$ cat src/rtl/profile_sampler.sv
// profile_sampler: custom-instruction controller for the profiling counter block; owns the
//   12-bit counter control word and periodically snapshots masked counters into a sample FIFO.
// Latency: done/result are combinational in the start cycle; a sample is poppable the cycle after its push.
// Backpressure: none toward the instruction bus; a push into a full FIFO is dropped and sets sticky overflow.
// Ports: clock, reset (async, active-high); start/ciN/valueA/valueB -> done/result custom-instruction bus;
//   ctrlWord = counter control ([3:0] enable, [7:4] disable, [11:8] one-cycle reset pulse);
//   counterSel -> counter read mux, counterValue <- selected counter (same cycle).
// Option: define PROFILE_SAMPLER_TIMESTAMP_EN to start every round with a free-running cycle-count entry.
module profile_sampler #(
  parameter logic [7:0] customId   = 8'h00,
  parameter int         FIFO_DEPTH = 16
) (
  input  logic        clock,
  input  logic        reset,
  input  logic        start,
  input  logic [7:0]  ciN,
  input  logic [31:0] valueA,
  input  logic [31:0] valueB,
  output logic        done,
  output logic [31:0] result,
  output logic [11:0] ctrlWord,
  output logic [1:0]  counterSel,
  input  logic [31:0] counterValue
);
  localparam int         PTR_W     = $clog2(FIFO_DEPTH);
  localparam logic [4:0] DEPTH_CNT = 5'(FIFO_DEPTH);

  localparam logic [1:0] IDLE   = 2'd0;
  localparam logic [1:0] WAIT   = 2'd1;
  localparam logic [1:0] SAMPLE = 2'd2;

  localparam logic [3:0] OP_WRCTRL = 4'd0;
  localparam logic [3:0] OP_PERIOD = 4'd1;
  localparam logic [3:0] OP_MASK   = 4'd2;
  localparam logic [3:0] OP_POP    = 4'd3;
  localparam logic [3:0] OP_STATUS = 4'd4;
  localparam logic [3:0] OP_CLEAR  = 4'd5;

  logic [1:0]       state;
  logic [31:0]      period;
  logic [31:0]      timer;
  logic [3:0]       mask;
  logic [3:0]       pending;     // mask bits of the current round not yet sampled
  logic [7:0]       ctrlHold;
  logic [3:0]       ctrlPulse;
  logic [34:0]      fifoMem [FIFO_DEPTH];
  logic [PTR_W-1:0] rdPtr;
  logic [PTR_W-1:0] wrPtr;
  logic [4:0]       count;
  logic             overflow;

  logic [3:0]  opcode;
  logic        empty;
  logic        full;
  logic        doClear;
  logic        doPop;
  logic        doPush;
  logic        dropPush;
  logic        pushVld;
  logic [34:0] pushDat;
  logic        roundEnd;
  logic [1:0]  lowIdx;
  logic [3:0]  pendingNext;
  logic [34:0] headDat;
  logic        headTs;
  logic [1:0]  headTag;
  logic        unusedOpBits;

`ifdef PROFILE_SAMPLER_TIMESTAMP_EN
  logic        tsPhase;          // first cycle of a round pushes the timestamp
  logic [31:0] cycleCount;

  always_ff @(posedge clock or posedge reset) begin
    if (reset) cycleCount <= 32'd0;
    else       cycleCount <= cycleCount + 32'd1;
  end
`endif

  assign opcode       = valueA[3:0];
  assign unusedOpBits = ^valueA[31:4];
  assign done         = start && (ciN == customId);

  assign empty    = (count == 5'd0);
  assign full     = (count == DEPTH_CNT);
  assign doClear  = done && (opcode == OP_CLEAR);
  assign doPop    = done && (opcode == OP_POP) && !empty;
  // A pop in the same cycle frees a slot, so a full FIFO still accepts the push.
  assign doPush   = pushVld && !doClear && (!full || doPop);
  assign dropPush = pushVld && !doClear && full && !doPop;

  assign headDat = fifoMem[rdPtr];
  assign headTs  = !empty && headDat[34];
  assign headTag = empty ? 2'd0 : headDat[33:32];

  // Lowest set bit of the remaining round mask gives the ascending walk order.
  always_comb begin
    lowIdx = 2'd0;
    for (int i = 3; i >= 0; i--) begin
      if (pending[i]) lowIdx = 2'(i);
    end
  end
  assign pendingNext = pending & ~(4'b0001 << lowIdx);

  always_comb begin
    counterSel = 2'd0;
    pushVld    = 1'b0;
    pushDat    = '0;
    roundEnd   = 1'b0;
    if (state == SAMPLE) begin
`ifdef PROFILE_SAMPLER_TIMESTAMP_EN
      if (tsPhase) begin
        pushVld  = 1'b1;
        pushDat  = {1'b1, 2'b00, cycleCount};
        roundEnd = (pending == 4'd0);
      end else
`endif
      begin
        counterSel = lowIdx;
        pushVld    = |pending;  // an empty latched mask still spends one cycle here
        pushDat    = {1'b0, lowIdx, counterValue};
        roundEnd   = (pendingNext == 4'd0);
      end
    end
  end

  always_comb begin
    result = 32'd0;
    if (done) begin
      case (opcode)
        OP_POP:    result = empty ? 32'd0 : headDat[31:0];
        OP_STATUS: result = {19'd0, headTs, headTag, state, overflow, full, empty, count};
        default:   result = 32'd0;
      endcase
    end
  end

  // Reset bits are a pulse: they follow valueB only in the cycle after WRCTRL.
  always_ff @(posedge clock or posedge reset) begin
    if (reset) begin
      ctrlHold  <= 8'd0;
      ctrlPulse <= 4'd0;
    end else begin
      ctrlPulse <= (done && opcode == OP_WRCTRL) ? valueB[11:8] : 4'd0;
      if (done && opcode == OP_WRCTRL) ctrlHold <= valueB[7:0];
    end
  end
  assign ctrlWord = {ctrlPulse, ctrlHold};

  always_ff @(posedge clock) begin
    if (doPush) fifoMem[wrPtr] <= pushDat;
  end

  always_ff @(posedge clock or posedge reset) begin
    if (reset) begin
      rdPtr    <= '0;
      wrPtr    <= '0;
      count    <= 5'd0;
      overflow <= 1'b0;
    end else if (doClear) begin
      rdPtr    <= '0;
      wrPtr    <= '0;
      count    <= 5'd0;
      overflow <= 1'b0;
    end else begin
      if (doPush) wrPtr <= wrPtr + PTR_W'(1);
      if (doPop)  rdPtr <= rdPtr + PTR_W'(1);
      case ({doPush, doPop})
        2'b10:   count <= count + 5'd1;
        2'b01:   count <= count - 5'd1;
        default: count <= count;
      endcase
      if (dropPush) overflow <= 1'b1;
    end
  end

  // PERIOD overrides whatever the sampler was doing, including a round in progress.
  always_ff @(posedge clock or posedge reset) begin
    if (reset) begin
      state   <= IDLE;
      period  <= 32'd0;
      timer   <= 32'd0;
      mask    <= 4'd0;
      pending <= 4'd0;
`ifdef PROFILE_SAMPLER_TIMESTAMP_EN
      tsPhase <= 1'b0;
`endif
    end else begin
      if (done && opcode == OP_MASK) mask <= valueB[3:0];
      if (done && opcode == OP_PERIOD) begin
        period  <= valueB;
        pending <= 4'd0;
`ifdef PROFILE_SAMPLER_TIMESTAMP_EN
        tsPhase <= 1'b0;
`endif
        if (valueB != 32'd0) begin
          state <= WAIT;
          timer <= valueB - 32'd1;
        end else begin
          state <= IDLE;
        end
      end else begin
        case (state)
          WAIT: begin
            if (timer == 32'd0) begin
              state   <= SAMPLE;
              pending <= mask;
`ifdef PROFILE_SAMPLER_TIMESTAMP_EN
              tsPhase <= 1'b1;
`endif
            end else begin
              timer <= timer - 32'd1;
            end
          end
          SAMPLE: begin
`ifdef PROFILE_SAMPLER_TIMESTAMP_EN
            if (tsPhase) tsPhase <= 1'b0;
            else
`endif
            pending <= pendingNext;
            if (roundEnd) begin
              state <= WAIT;
              timer <= period - 32'd1;
            end
          end
          default: state <= state;
        endcase
      end
    end
  end
endmodule

$ cat config.mk
export PLATFORM = sky130hd
export DESIGN_NAME = profile_sampler
export DESIGN_NICKNAME = d
export VERILOG_FILES = /design/src/rtl/profile_sampler.sv
export SDC_FILE = /design/constraint.sdc
export NUM_CORES = 1
export LEC_CHECK = 0
export CORE_MARGIN = 10
export CORE_UTILIZATION = 55
export CTS_CLUSTER_DIAMETER = 40
export DETAILED_ROUTE_END_ITERATION = 8
export PLACE_DENSITY = 0.85
export SETUP_SLACK_MARGIN = 0.3
export SYNTH_ARGS = -nofsm -noshare
export SYNTH_HDL_FRONTEND = slang
export SYNTH_SLANG_ARGS = --single-unit
export TNS_END_PERCENT = 20
$ cat constraint.sdc
create_clock -name clock -period 7.2 [get_ports clock]
set_input_delay 1.44 -clock clock [delete_from_list [all_inputs] [get_ports clock]]
set_output_delay 1.44 -clock clock [all_outputs]
set_load 0.01 [all_outputs]
==> metrics.cfg, run 1 <==
[run_status]
status=complete, no violations

[routing]
routed_wl_um=70400
drt_iter0_markers=2181
avgViaCountPerCell=6.51
wl_per_cell_um=27.8
vias=16500
drc=0
drtPass1Iterations=6
antenna_left=0

[placement]
pre_cts_slack_ns=1.01
numPortBuffers=125
post_dp_cell_area_mm2=0.0295
gp_congestion=0.875
hpwl_um=38300

[timing]
setup_tns_ns=0
period_share_pct=89.1
hold_viol=0
maxSlewHeadroom_pct=19.0
fmax_mhz=156
hold_ws_ns=0.470
fin_worst_skew_ns=0.0680
setup_ws_ns=0.784
rsz0062_at_grt=false
layout_min_cycle_time_ns=6.42
setup_viol=0
tightestPinTransition_ns=1.21
finalMaxSlewViolations=0

[clock_network]
clockBufferDepth=3
postCtsHoldBufs=0
insertion_delay_ns=0.65
cts_tree=done
clkSinkCount=644
post-cts-setup-buffers=0
clk_pin_slew_ns=0.05
numCtsBuffers=82
h-tree-depth=3
ctsRootBufferMaster=clkbuf_16
cts.repair.resized=0

[die]
ios=154
initial_core_util_pct=55.8
die_h_um=243
die_w_um=243
rows=81
die_area_mm2=0.0591
coreArea_mm2=0.0491

[global_routing]
use_met1_pct=31.2
grt_usage_pct=23.7
grt_first_pass_wirelength_um=107000
gr-total-overflow=0
grt_pass1_vias=16600
top_usage_layer=met2
antenna_found_initial=4
grt.met2_usage_pct=38.6
met3_usage_pct=5.60
grt_max_degree=124

[setup_path]
r2r.worst_path.cells=7
worstSetupPathType=in -> out
worstSetupPathDepth=9
critPathLaunchType=input pin
r2r_end=fifoMem[2][0]
path_cells=clkdlybuf4s50_1 -> nor4b_1 -> nand3_1 -> buf_4 -> inv_1 -> nand2_1 -> buf_4 -> a211oi_1 -> clkdlybuf4s50_1
cp.arrival_ns=4.98
rrSetupSlack_ns=2.92
crit_path_start=ciN[7]
r2r-start=state[0]
worst_ep_required_time_ns=5.76
path_buf_inv=5
worstSetupEndpointType=output port
crit_end=result[13]
slowest_delay_ns=0.67
crit_fanout=16
slowest_stage=nand2_1
cpLargestDelayFamily=buffers and inverters

[power_and_ir_drop]
peakVddDrop_uv=302
power.density_mw_per_mm2=321
p_leak_uw=0.0110

[final_layout]
final_cell_mix=544 x edfxtp_1, 149 x mux4_2, 147 x nand2_1
postLayoutCellArea_mm2=0.0323
drive_gt1_share_pct=20.5
layout_commonest_cell=edfxtp_1
antenna_cells=0
syn_to_final_growth_pct=18.0
layout.nets=1915

[yosys]
ys.flop_type=edfxtp_1
ys_ff_latch=644
synthCells=1643
ys_async_sr_fraction_pct=15.5
yosysSeqAreaShare_pct=68.9
avgSynthCellArea_um2=16.6
syn_nets=1760
syn_area_mm2=0.0274
synth_edf_count=544
yosysUniqueCellTypes=69
yosys_warnings=0

[run]
maxCapViolCount=0

[min_path]
min_path_cells=2
hold_start=period[25]
worst_hold_path_type=reg -> reg

## sequential cells by signal, summed over array words and instances, names as in the netlist
signal,count
fifoMem,544
period,32
timer,32
ctrlHold,8
count,5
ctrlPulse,4
mask,4
pending,4
rdPtr,4
wrPtr,4
state,2
overflow,1
## metrics by stage
step | power (µW) | util (%) | instances
global placement | 6120 | 60.0 | 2378
finish | 10400 | 65.8 | 2529
detailed placement | 6220 | 60.0 | 2378
global route | 10700 | 65.8 | 2529
floorplan | 5770 | - | 1643
CTS | 10400 | 65.8 | 2529
## worst min path at each step
stage                       endpoint  slack, ns
final                     period[25]       0.47
after global routing      period[25]       0.50
after CTS                 period[23]       0.47
after detailed placement  period[23]       0.46
after global placement    period[23]       0.45
after floorplan           period[19]       0.44
## worst register-to-register path, delay by kind of cell (launching register included)
family	cells	cell delay (ns)
AND/OR/NAND/NOR	3	2.07
adder cells (fa/ha/maj)	1	0.64
buffers and inverters	2	0.47
flip-flops	1	0.44
AO/OA/AOI/OAI	1	0.32
## cell families after synthesis
family	after synthesis	synth area share, %
mux	230	15.3
xor+xnor	38	1.22
flops	644	68.9
compound gates	177	4.28
buf+inv	107	1.62
simple gates	437	8.22
fa+ha+maj	10	0.457
## cell type report
class / instances / area [µm²]
inverter: 16 / 62.6
timing repair buffer: 162 / 1550
clock inverter: 53 / 642
tap: 664 / 831
sequential: 644 / 18900
multi-input combinational: 892 / 8150
clock buffer: 98 / 2170
fill: 3167 / 16800
## routing by layer
metal	up-vias	part of all wire [%]
met1	8403	38
met5	-	0.065
met2	1064	50
met3	158	9.8
met4	8	2.5
li1	6820	-
## report_power, final
group          internal (µW)  switching, µW
combinational            570           1070
sequential              4420            149
clock                   2470           1680
total                   7460           2890
## synth_stat cells (all sizes together), types with 2 or more instances
library cell | n | area share (%)
a211oi | 45 | 1.2
a21o | 3 | 0.082
a21oi | 46 | 0.86
a22oi | 15 | 0.43
a31oi | 7 | 0.16
and2 | 42 | 0.96
and3 | 9 | 0.21
buf | 38 | 0.68
clkbuf | 53 | 0.73
dfrtp | 100 | 9.1
edfxtp | 544 | 60
ha | 10 | 0.46
inv | 16 | 0.22
mux2 | 21 | 0.86
mux2i | 60 | 2.2
mux4 | 149 | 12
nand2 | 147 | 2.0
nand2b | 4 | 0.091
nand3 | 13 | 0.24
nand3b | 5 | 0.14
nand4 | 8 | 0.18
nor2 | 85 | 1.2
nor2b | 24 | 0.55
nor3 | 31 | 0.62
nor3b | 7 | 0.19
nor4 | 23 | 0.75
nor4b | 4 | 0.15
o211ai | 3 | 0.082
o21a | 4 | 0.11
o21ai | 33 | 0.60
o31ai | 4 | 0.11
o41a | 2 | 0.082
or2 | 7 | 0.16
or3 | 12 | 0.27
or3b | 2 | 0.064
or4 | 6 | 0.16
or4b | 4 | 0.16
xnor2 | 20 | 0.64
xor2 | 18 | 0.58
No activity file was read; power rests on OpenSTA's default activity.
==> inputs of run 2 (changes only) <==
--- a/config.mk
+++ b/config.mk
@@ -5,6 +5,7 @@
 export SDC_FILE = /design/constraint.sdc
 export NUM_CORES = 1
 export LEC_CHECK = 0
+export ABC_CLOCK_PERIOD_IN_PS = 7200
 export CORE_MARGIN = 10
 export CORE_UTILIZATION = 55
 export CTS_CLUSTER_DIAMETER = 40
==> results of run 2 <==
The final DEF is identical to that of run 1; final timing and power are the same.
